[src/rtl/duty_ramp.sv]
// Per-channel duty slew limiter with a forced pass through zero on direction reversal.
// Optional bypass input is enabled with `define DUTY_RAMP_BYPASS_EN.
module duty_ramp #(
  parameter int unsigned STEP_DIV  = 1024,
  parameter int unsigned STEP      = 16,
  parameter int unsigned ZERO_HOLD = 4
) (
  input  logic               clk,
  input  logic               rst_n,
  input  logic               en,
`ifdef DUTY_RAMP_BYPASS_EN
  input  logic               bypass,
`endif
  input  logic signed [11:0] lft_cmd,
  input  logic signed [11:0] rght_cmd,
  output logic signed [11:0] lft_duty,
  output logic signed [11:0] rght_duty,
  output logic               at_tgt
);

  localparam int unsigned DW = 12;
  localparam int unsigned SW = DW + 1;
  localparam int unsigned PW = (STEP_DIV > 1) ? $clog2(STEP_DIV) : 1;
  localparam int unsigned HW = (ZERO_HOLD > 0) ? $clog2(ZERO_HOLD + 1) : 1;
  localparam logic [SW-1:0] STEP_MAX = SW'(STEP);
  localparam logic signed [DW-1:0] NEG_FULL = {1'b1, {(DW-1){1'b0}}};
  localparam logic signed [DW-1:0] NEG_CLAMP = {1'b1, {(DW-2){1'b0}}, 1'b1};

  typedef enum logic [1:0] {
    RUN  = 2'd0,
    REV  = 2'd1,
    HOLD = 2'd2
  } state_t;

  logic [PW-1:0]          pre_q;
  logic                   tick;
  state_t                 state_q [2];
  state_t                 state_d [2];
  logic signed [DW-1:0]   duty_q  [2];
  logic signed [DW-1:0]   duty_d  [2];
  logic signed [DW-1:0]   tgt     [2];
  logic signed [DW-1:0]   cmd     [2];
  logic [HW-1:0]          hold_q  [2];
  logic [HW-1:0]          hold_d  [2];
  logic                   at_tgt_d;

  assign cmd[0]    = lft_cmd;
  assign cmd[1]    = rght_cmd;
  assign lft_duty  = duty_q[0];
  assign rght_duty = duty_q[1];
  assign tick      = (pre_q == PW'(STEP_DIV - 1));

  // Move cur toward dst by at most STEP without overshooting.
  function automatic logic signed [DW-1:0] step_to(input logic signed [DW-1:0] cur,
                                                   input logic signed [DW-1:0] dst);
    logic [SW-1:0] diff;
    logic [SW-1:0] mag;
    logic [SW-1:0] amt;
    logic [SW-1:0] res;
    diff = {dst[DW-1], dst} - {cur[DW-1], cur};
    mag  = diff[DW] ? (~diff + SW'(1)) : diff;
    amt  = (mag > STEP_MAX) ? STEP_MAX : mag;
    res  = diff[DW] ? ({cur[DW-1], cur} - amt) : ({cur[DW-1], cur} + amt);
    return res[DW-1:0];
  endfunction

  // Zero carries no sign, so only two non-zero values can disagree.
  function automatic logic opposite(input logic signed [DW-1:0] a,
                                    input logic signed [DW-1:0] b);
    return (a != '0) && (b != '0) && (a[DW-1] != b[DW-1]);
  endfunction

  // State, duty, hold counter and prescaler registers.
  always_ff @(posedge clk) begin
    if (!rst_n) begin
      pre_q  <= '0;
      at_tgt <= 1'b0;
      for (int i = 0; i < 2; i++) begin
        state_q[i] <= RUN;
        duty_q[i]  <= '0;
        hold_q[i]  <= '0;
      end
    end else begin
      pre_q  <= tick ? '0 : pre_q + PW'(1);
      at_tgt <= at_tgt_d;
      for (int i = 0; i < 2; i++) begin
        state_q[i] <= state_d[i];
        duty_q[i]  <= duty_d[i];
        hold_q[i]  <= hold_d[i];
      end
    end
  end

  // Per-channel next-state, next-duty and settled flag.
  always_comb begin
    at_tgt_d = 1'b1;
    for (int i = 0; i < 2; i++) begin
      tgt[i]     = en ? cmd[i] : '0;
      state_d[i] = state_q[i];
      duty_d[i]  = duty_q[i];
      hold_d[i]  = hold_q[i];
      if (tgt[i] == NEG_FULL) begin
        tgt[i] = NEG_CLAMP;
      end

      case (state_q[i])
        RUN: begin
          if (opposite(duty_q[i], tgt[i])) begin
            state_d[i] = REV;
          end else if (tick) begin
            duty_d[i] = step_to(duty_q[i], tgt[i]);
          end
        end
        REV: begin
          if (!opposite(duty_q[i], tgt[i])) begin
            state_d[i] = RUN;
          end else if (tick) begin
            duty_d[i] = step_to(duty_q[i], '0);
            if (duty_d[i] == '0) begin
              hold_d[i]  = '0;
              state_d[i] = (ZERO_HOLD == 0) ? RUN : HOLD;
            end
          end
        end
        HOLD: begin
          duty_d[i] = '0;
          if (tick) begin
            if (hold_q[i] + HW'(1) == HW'(ZERO_HOLD)) begin
              state_d[i] = RUN;
              hold_d[i]  = '0;
            end else begin
              hold_d[i] = hold_q[i] + HW'(1);
            end
          end
        end
        default: begin
          state_d[i] = RUN;
          hold_d[i]  = '0;
        end
      endcase

`ifdef DUTY_RAMP_BYPASS_EN
      if (bypass) begin
        state_d[i] = RUN;
        hold_d[i]  = '0;
        duty_d[i]  = tgt[i];
      end
`endif

      if ((state_d[i] != RUN) || (duty_d[i] != tgt[i])) begin
        at_tgt_d = 1'b0;
      end
    end
  end

endmodule

[config.mk]
export PLATFORM = sky130hd
export DESIGN_NAME = duty_ramp
export DESIGN_NICKNAME = d
export VERILOG_FILES = /design/src/rtl/duty_ramp.sv
export SDC_FILE = /design/constraint.sdc
export NUM_CORES = 1
export LEC_CHECK = 0
export BUFFER_PORTS_ARGS = -buffer_cell sky130_fd_sc_hd__buf_2
export CAP_MARGIN = 20
export CELL_PAD_IN_SITES_DETAIL_PLACEMENT = 1
export CELL_PAD_IN_SITES_GLOBAL_PLACEMENT = 1
export CORE_ASPECT_RATIO = 1.5
export CORE_UTILIZATION = 42
export CTS_CLUSTER_SIZE = 14
export DETAILED_ROUTE_END_ITERATION = 8
export PLACE_DENSITY_LB_ADDON = 0.15
export SYNTH_ARGS = -nofsm -noshare
export SYNTH_HDL_FRONTEND = slang
export SYNTH_SLANG_ARGS = --single-unit
[constraint.sdc]
create_clock -name clk -period 8.6 [get_ports clk]
set_input_delay 0.43 -clock clk [delete_from_list [all_inputs] [get_ports clk]]
set_output_delay 0.43 -clock clk [all_outputs]
set_load 0.1 [all_outputs]
==> metrics.txt, run 1 <==
status=finished, final reports clean; post-synth top area share=9.92%; Place WS=0.103 ns; largest net degree at the start of global routing=35; DRT antenna net count=0; Arr. time, crit path=8.32 ns; Peak supply drop=68.5 µV; asr flop ratio synth=0%; Worst setup SP type=input pin; Setup crit end kind=flop; Routability Congestion=0.974; TritonRoute pass-1 iters=5; TritonCTS clock tree=done; Hold Crit Class=flop to flop; NumNets Final=1540; vias per cell=6.52; TritonCTS Buffers=5; final hold viol count=0; Synth Register Bits=45; ant diodes=0; starting density of the core=43.2%; clock skew=0.00904 ns; Distinct cells, synth=93; Static Leak=4.25 nW; Clk Latency, worst-skew pair=0.29 ns; Area Overhead vs Synth=9.45%; worst stage delay on the critical path=0.49 ns; switching part of the total=36.5%; Post-synth EDFFs=0; final setup violation count=0; Die X=125 µm; Int Pwr=460 µW; Root Driver=clkbuf_16; Tcrit/Tclk final=94.4%; initial antenna violation count=0; synthesized net count=1502; Combinational Power Share=37.9%; Remaining Overflow, GRT=0; FMAX=123 MHz; max-slew violations=0; Core Region=0.0219 mm²; DP Wirelength=31.6 mm; clock slew at reported path FFs=0.07 ns; row count=66; Main synth FF type=dfxtp_1; RSZ-0062 raised after global routing=yes; post-route minimum period=8.12 ns; first-pass GRT wire length=60.4 mm; max cap viols=0; setup ws final=0.478 ns; Clock power frac=33.0%; synth top area cells=ha_1 (9.9%), dfxtp_1 (9.5%), xnor2_1 (7.0%); slew margin rel.=41.5%; H-Tree Level Count=2; synthesized area per cell=6.78 µm²; total power=724 µW; die height=186 µm; gr usage total=33.1%; clock sinks=45; Slew @ Worst Pin=0.869 ns; layout cells sized above 1=11.5%; crit path max fanout=6; CTS Hold Bufs=0; DR vias=11100; DRT iter0 DRCs=444; IO buf count=51; NetSw=265 µW; die area=0.0231 mm²; Cell Pwr Density=69.9 mW/mm²; wire per inst=22.9 µm; Ys Warns=0; Mapped Cells=1396; cell taking the most area after synthesis=ha_1; io pins=52; final WL=39.1 mm; vias in the first global route=11300; post-synthesis sequential area ratio=9.52%; critical path required time=8.80 ns; DRC viols=0; crit path kind=input pin to flop; CTS Buffer Depth=2; register share of total power=29.1%; slowest CP cell=or4b_1; Post-Syn Area=0.00946 mm²
-- state kept, by name, indices dropped and copies added, names as in the netlist --
signal and flops:
at_tgt 1, hold_q 6, duty_q 24, state_q 4, pre_q 10
-- cells in the final DEF, fill, tap and decap left out, types with 30 or more instances in the layout --
master,count
nor2_1,143
nand2_1,135
a21oi_1,86
o21ai_0,80
xnor2_1,76
ha_1,74
inv_1,68
nor3_1,56
buf_2,51
buf_4,49
nand3_1,47
dfxtp_1,45
and2_1,30
-- per-stage QoR --
stage	TNS, ns	cells	hold WS (ns)	cell area (µm²)	util (%)
finish	0	1707	0.477	10400	47.3
global route	-0.0265	1707	0.502	10400	47.3
CTS	0	1706	0.481	10300	47.1
detailed placement	0	1698	0.471	10100	46.3
global placement	0	1697	0.461	10100	46.2
floorplan	0	1396	0.442	9460	-
-- worst paths after layout --
path                     start            to  slack [ns]  cells past startpoint
setup / recovery    lft_cmd[3]        at_tgt        0.48                     37
hold / removal    hold_q[0][4]  hold_q[0][4]        0.48                      2
setup reg to reg  duty_q[0][0]        at_tgt        0.72                     32
hold reg to reg   hold_q[0][4]  hold_q[0][4]        0.48                      2
-- cell families (layout without fill, tap and decap cells) --
logic type               count (synthesis)  in the layout  synth area share [%]
AND/OR/NAND/NOR                        596            596                  31.9
AO/OA/AOI/OAI                          409            409                  29.7
buffers and inverters                  138            177                  5.90
XOR/XNOR                               104            104                  9.71
adder cells (fa/ha/maj)                 80             80                  10.9
flip-flops                              45             45                  9.52
multiplexers                            22             22                  2.38
other                                    2              2                0.0794
-- per-layer routing --
layer	GRT usage (%)	part of all wire, %	up-vias	wire, µm
met2	65.2	53	337	20700
met1	31.8	36	5410	14100
li1	-	-	5217	-
met3	2.59	3.0	158	1170
met5	0	0	-	0
met4	25.5	7.9	0	3110
-- area by class of cell --
class	count	area (µm²)
Fill cell	2915	11500
Multi-Input combinational cell	1213	8050
Sequential cell	45	901
Timing Repair Buffer	101	638
Tap cell	272	340
Inverter	68	255
Clock buffer	6	139
Clock inverter	2	37.5
-- critical path, delay by kind of cell --
kind                       cells  cell delay [ns]
AOI/OAI and AO/OA             16             3.36
and+or+nand+nor               11             2.44
xor gates and xnor gates       3             0.85
adders and majority gates      3             0.80
buffers and inverters          4             0.42
-- power by group through the flow --
stage / Combinational (mW) / Clock, mW / Sequential, mW
global route: 0.296 / 0.247 / 0.211
detailed placement: 0.267 / 0 / 0.216
floorplan: 0.189 / 0 / 0.215
global placement: 0.261 / 0 / 0.216
CTS: 0.269 / 0.241 / 0.211
finish: 0.275 / 0.239 / 0.211
-- synthesized netlist by cell type (10+ instances only) --
library cell / number
nor2_1: 143
nand2_1: 136
a21oi_1: 87
o21ai_0: 80
xnor2_1: 76
ha_1: 75
inv_1: 68
nor3_1: 56
clkbuf_1: 55
nand3_1: 47
dfxtp_1: 45
and2_1: 30
nand2b_1: 29
xor2_1: 27
nor2b_1: 25
nor4_1: 22
o21a_1: 20
and3_1: 19
mux2i_1: 18
o211ai_1: 18
a21o_1: 17
a31oi_1: 17
nand4_1: 17
o31ai_1: 17
or3_1: 15
a211oi_1: 12
o22ai_1: 11
or2_2: 10
-- repair_timing --
item,4_1_cts,5_1_grt
resized for setup,0,9
setup buffers,0,1
setup endpoints to repair,0,3
endpoints found under the hold margin,0,0
No activity file was read; power rests on OpenSTA's default activity.
==> run 2, diff against run 1 <==
--- a/config.mk
+++ b/config.mk
@@ -11,9 +11,10 @@
 export CELL_PAD_IN_SITES_GLOBAL_PLACEMENT = 1
 export CORE_ASPECT_RATIO = 1.5
 export CORE_UTILIZATION = 42
+export CTS_BUF_LIST = sky130_fd_sc_hd__clkbuf_8
 export CTS_CLUSTER_SIZE = 14
 export DETAILED_ROUTE_END_ITERATION = 8
-export PLACE_DENSITY_LB_ADDON = 0.15
+export PLACE_DENSITY_LB_ADDON = 0.1
 export SYNTH_ARGS = -nofsm -noshare
 export SYNTH_HDL_FRONTEND = slang
 export SYNTH_SLANG_ARGS = --single-unit
==> metrics.txt, run 2 (same netlist as run 1, synthesis figures left out) <==
critical path required time=8.83 ns (+0.03 ns); final setup violation count=0 (unchanged); max cap viols=0 (unchanged); worst stage delay on the critical path=0.57 ns (+0.08 ns); NetSw=250 µW (-5.4%); layout cells sized above 1=11.4% (-0.062 points); setup TNS=0 ns (unchanged); starting density of the core=43.2% (unchanged); TritonCTS clock tree=done; row count=66 (unchanged); Tcrit/Tclk final=93.8% (-0.67 points); DRC viols=0 (unchanged); Worst setup SP type=input pin; slowest CP cell=or4_1; CTS Hold Bufs=0 (unchanged); Static Leak=4.23 nW (-0.50%); biggest regs=duty_q (24), pre_q (10), hold_q (6); max-slew violations=0 (unchanged); TritonRoute pass-1 iters=5 (unchanged); Final Util=47.2% (-0.13 points); io pins=52 (unchanged); crit path kind=input pin to flop; Slew @ Worst Pin=0.957 ns (+0.0875 ns); Top reg by flops=duty_q; post-route minimum period=8.06 ns (-0.0578 ns); status=finished, final reports clean; Combinational Power Share=41.1% (+3.2 points); switching part of the total=38.0% (+1.4 points); setup ws final=0.536 ns (+0.0578 ns); Int Pwr=409 µW (-11%); Arr. time, crit path=8.29 ns (-0.03 ns); DRT iter0 DRCs=481 (+8.3%); min-delay src=rst_n; crit path max fanout=8 (+2); vias in the first global route=11300 (+0.097%); WHS Path Cells=2 (unchanged); clock sinks=45 (unchanged); Clock power frac=27.0% (-6.0 points); Reg-to-Reg Start=duty_q[0][3]; CTS Buffer Depth=2 (unchanged); gr usage total=32.3% (-0.87 points); IO buf count=51 (unchanged); FMAX=124 MHz (+0.72%); worst r2r path cells=29 (-9.4%); ant diodes=0 (unchanged); Place WS=-0.134 ns (-0.237 ns); Remaining Overflow, GRT=0 (unchanged); Worst R2R End=at_tgt; wire per inst=22.1 µm (-3.5%); Area Overhead vs Synth=9.15%; TritonCTS Buffers=5 (unchanged); most common cell after layout, fill and taps aside=nor2_1; DR vias=11000 (-1.3%); max reg flops=24 (unchanged); Die X=125 µm (unchanged); Core Region=0.0219 mm² (unchanged); first-pass GRT wire length=59.6 mm (-1.3%); initial antenna violation count=0 (unchanged); DRT antenna net count=0 (unchanged); most frequent cells in the layout=nor2_1 (143), nand2_1 (136), a21oi_1 (86); Hold Crit Endpoint=duty_q[0][11]; largest net degree at the start of global routing=32 (-8.6%); Setup crit end kind=flop; clock skew=0.0188 ns (+0.00980 ns); Routability Congestion=0.996 (+2.3%); Cell Pwr Density=63.8 mW/mm² (-8.7%); register share of total power=32.0% (+2.9 points); clock slew at reported path FFs=0.11 ns (+0.04 ns); r2r setup slk=0.83 ns (+0.11 ns); slew margin rel.=36.1% (-5.4 points); final hold viol count=0 (unchanged); H-Tree Level Count=2 (unchanged); die area=0.0231 mm² (unchanged); die height=186 µm (unchanged); vias per cell=6.44 (-1.2%); NumNets Final=1539 (-0.065%); final WL=37.7 mm (-3.5%); Peak supply drop=50.7 µV (-26%); Final Hold Slack=0.466 ns (-0.0112 ns); Clk Latency, worst-skew pair=0.32 ns (+0.03 ns); Hold Crit Class=input pin to flop; Root Driver=clkbuf_8; DP Wirelength=30.7 mm (-2.9%)
[run 2: cell type report]
cell class	instances	area, µm²
Timing Repair Buffer	100	643
Tap cell	272	340
Inverter	68	255
Multi-Input combinational cell	1213	8070
Sequential cell	45	901
Clock inverter	2	33.8
Fill cell	2910	11600
Clock buffer	6	82.6
[run 2: power groups by stage]
stage | clock network (mW) | registers [mW] | logic [mW]
floorplan | 0 | 0.215 | 0.189
global placement | 0 | 0.216 | 0.256
detailed placement | 0 | 0.216 | 0.262
CTS | 0.180 | 0.211 | 0.264
global route | 0.186 | 0.211 | 0.296
finish | 0.178 | 0.211 | 0.271
[run 2: what timing repair did]
| action | CTS | global route |
|---|---|---|
| buffers inserted | 0 | 0 |
| gates resized for setup | 0 | 14 |
| setup endpoints to repair | 0 | 1 |
[run 2: per-layer routing]
metal	global-route usage (%)	routed length [µm]	vias up	part of all wire [%]
li1	-	-	5214	-
met3	2.39	1120	129	3.0
met4	21.2	2540	0	6.7
met2	63.3	19900	297	53
met5	0	0	-	0
met1	32.5	14200	5339	38
[run 2: worst max path at each step]
stage,startpoint,end,slack (ns),cells after the start
2_1_floorplan,en,at_tgt,0.57,36
3_3_place_gp,rght_cmd[6],at_tgt,0.36,33
3_5_place_dp,rght_cmd[1],at_tgt,-0.13,35
4_1_cts,rght_cmd[1],at_tgt,0.16,35
5_1_grt,rght_cmd[6],at_tgt,-0.02,35
6_report,rght_cmd[6],at_tgt,0.54,36
[run 2: per-stage QoR]
stage	cell area, µm²	total power, mW	std cells
6_report	10300	0.659	1706
5_1_grt	10300	0.693	1706
4_1_cts	10200	0.655	1705
3_5_place_dp	10100	0.478	1697
3_3_place_gp	10100	0.472	1697
2_1_floorplan	9460	0.404	1396
[run 2: critical path, delay by kind of cell]
| kind | cells | cell delay (ns) |
|---|---|---|
| AOI/OAI and AO/OA | 15 | 3.40 |
| and+or+nand+nor | 12 | 2.60 |
| adders and majority gates | 4 | 1.10 |
| xor gates and xnor gates | 2 | 0.38 |
| buffers and inverters | 3 | 0.36 |
==> run 3, diff against run 2 <==
--- a/config.mk
+++ b/config.mk
@@ -7,10 +7,10 @@
 export LEC_CHECK = 0
 export BUFFER_PORTS_ARGS = -buffer_cell sky130_fd_sc_hd__buf_2
 export CAP_MARGIN = 20
-export CELL_PAD_IN_SITES_DETAIL_PLACEMENT = 1
-export CELL_PAD_IN_SITES_GLOBAL_PLACEMENT = 1
+export CELL_PAD_IN_SITES_DETAIL_PLACEMENT = 0
+export CELL_PAD_IN_SITES_GLOBAL_PLACEMENT = 2
 export CORE_ASPECT_RATIO = 1.5
-export CORE_UTILIZATION = 42
+export CORE_UTILIZATION = 33
 export CTS_BUF_LIST = sky130_fd_sc_hd__clkbuf_8
 export CTS_CLUSTER_SIZE = 14
 export DETAILED_ROUTE_END_ITERATION = 8
==> metrics.txt, run 3 (same netlist as run 1, synthesis figures left out) <==
status=finished, final reports clean; Cell Pwr Density=62.6 mW/mm² (-2.0%); FMAX=123 MHz (-0.51%); Hold Crit Class=flop to flop; Tcrit/Tclk final=94.2% (+0.48 points); crit path max fanout=6 (-2); H-Tree Level Count=2 (unchanged); die area=0.0294 mm² (+27%); post-route minimum period=8.11 ns (+0.0415 ns); DR vias=10600 (-3.9%); worst stage delay on the critical path=0.58 ns (about the same); row count=75 (+14%); slew margin rel.=38.6% (+2.5 points); TritonRoute pass-1 iters=5 (unchanged); Clk Latency, worst-skew pair=0.32 ns (about the same); TritonCTS Buffers=5 (unchanged); DRC viols=0 (unchanged); M1 GR Usage=28.2% (-4.3 points); layout cells sized above 1=11.7% (+0.23 points); Worst setup SP type=input pin; ant diodes=0 (unchanged); Core Region=0.0281 mm² (+28%); setup TNS=0 ns (unchanged); CTS Buffer Depth=2 (unchanged); CTS Hold Bufs=0 (unchanged); max reg flops=24 (unchanged); wire per inst=22.1 µm (-0.18%); layer with the highest usage=met2; placed insts=1778 (+4.8%); most common cell after layout, fill and taps aside=nor2_1; gr usage total=27.0% (-5.3 points); most frequent cells in the layout=nor2_1 (143), nand2_1 (135), a21oi_1 (85); largest net degree at the start of global routing=29 (-9.4%); clock slew at reported path FFs=0.10 ns (about the same); io pins=52 (unchanged); cell area after layout=0.0104 mm² (+0.81%); Setup Fix Bufs, Post-CTS=0 (unchanged); Arr. time, crit path=8.33 ns (+0.04 ns); initial antenna violation count=0 (unchanged); NumNets Final=1545 (+0.39%); final setup violation count=0 (unchanged); Area Overhead vs Synth=10.0%; Final Hold Slack=0.488 ns (+0.0223 ns); dpl cell area=0.0103 mm² (+1.4%); Top reg by flops=duty_q; non-filler cells in the finished layout=1786 (+4.7%); CP bufs+invs=4 (+1); Setup crit end kind=flop; Die X=140 µm (+13%); max-slew violations=0 (unchanged); Peak supply drop=57.6 µV (+14%); slowest CP cell=fa_1; vias per cell=5.91 (-8.2%); DRT iter0 DRCs=609 (+27%); Remaining Overflow, GRT=0 (unchanged); Routability Congestion=0.907 (-9.0%); critical path required time=8.82 ns (about the same); GR Util met2=52.9% (-10 points); Root Driver=clkbuf_8; max cap viols=0 (unchanged); vias in the first global route=10400 (-8.2%); die height=209 µm (+13%); crit path kind=input pin to flop; Final Util=37.1% (-10 points); starting density of the core=33.7% (-9.5 points); clock sinks=45 (unchanged); Sequential Area=901 µm² (unchanged); multi-input logic area=0.00804 mm² (-0.36%); CP most frequent cell=ha_1; DRT antenna net count=0 (unchanged); final hold viol count=0 (unchanged); DP Wirelength=32.2 mm (+4.8%); Static Leak=4.25 nW (+0.50%); TritonCTS clock tree=done; clock skew=0.0164 ns (-0.00241 ns); # fillers=3085 (+6.0%); first-pass GRT wire length=60.8 mm (+2.0%); Slew @ Worst Pin=0.897 ns (-0.0597 ns); Top delay family on crit path=compound AO/OA/AOI/OAI gates; final WL=39.4 mm (+4.5%); met3 Use GR=1.60% (-0.79 points); IO buf count=51 (unchanged); biggest regs=duty_q (24), pre_q (10), hold_q (6)
==> run 3: metal layers <==
layer  wire [µm]  up-vias
met5           0        -
met4        2190        0
met3         798      100
met2       21500      237
met1       14900     4977
li1            -     5237
==> run 3: final cells by class <==
class                      instances  share of cell area [%]
clock buffer                       5                   0.661
clock inverter                     3                   0.409
inverter                          68                    2.45
multi-input combinational       1213                    77.3
sequential                        45                    8.65
tap                              346                    4.16
timing repair buffer             106                    6.42
==> run 3: worst reg2reg max path, delay by kind of cell (launching register included) <==
family,cells,cell delay [ns]
compound gates,15,3.63
simple gates,8,1.95
fa+ha+maj,4,1.37
buf+inv,3,0.50
flops,1,0.35
==> run 3: where the power goes <==
part | internal (mW) | switching [mW]
clock | 0.0864 | 0.0863
sequential | 0.209 | 0.00142
combinational | 0.105 | 0.162
total | 0.401 | 0.250
==> run 3: final timing paths <==
kind	from	end	slack, ns	cells after the start
setup / recovery	rght_cmd[4]	at_tgt	0.49	35
hold reg to reg	pre_q[9]	pre_q[9]	0.49	2
setup reg to reg	duty_q[0][12]	at_tgt	0.71	30
hold / removal	pre_q[9]	pre_q[9]	0.49	2
==> run 3: stage by stage <==
stage / setup slack, ns / power, mW
2_1_floorplan: 0.569 / 0.404
3_3_place_gp: 0.246 / 0.481
3_5_place_dp: 0.108 / 0.479
4_1_cts: 0.411 / 0.652
5_1_grt: -0.0239 / 0.690
6_report: 0.495 / 0.651
==> run 3: timing repair <==
| item | in CTS | in global routing |
|---|---|---|
| setup endpoints to repair | 0 | 1 |
| hold endpoints to repair | 0 | 0 |
| resized for setup | 0 | 11 |
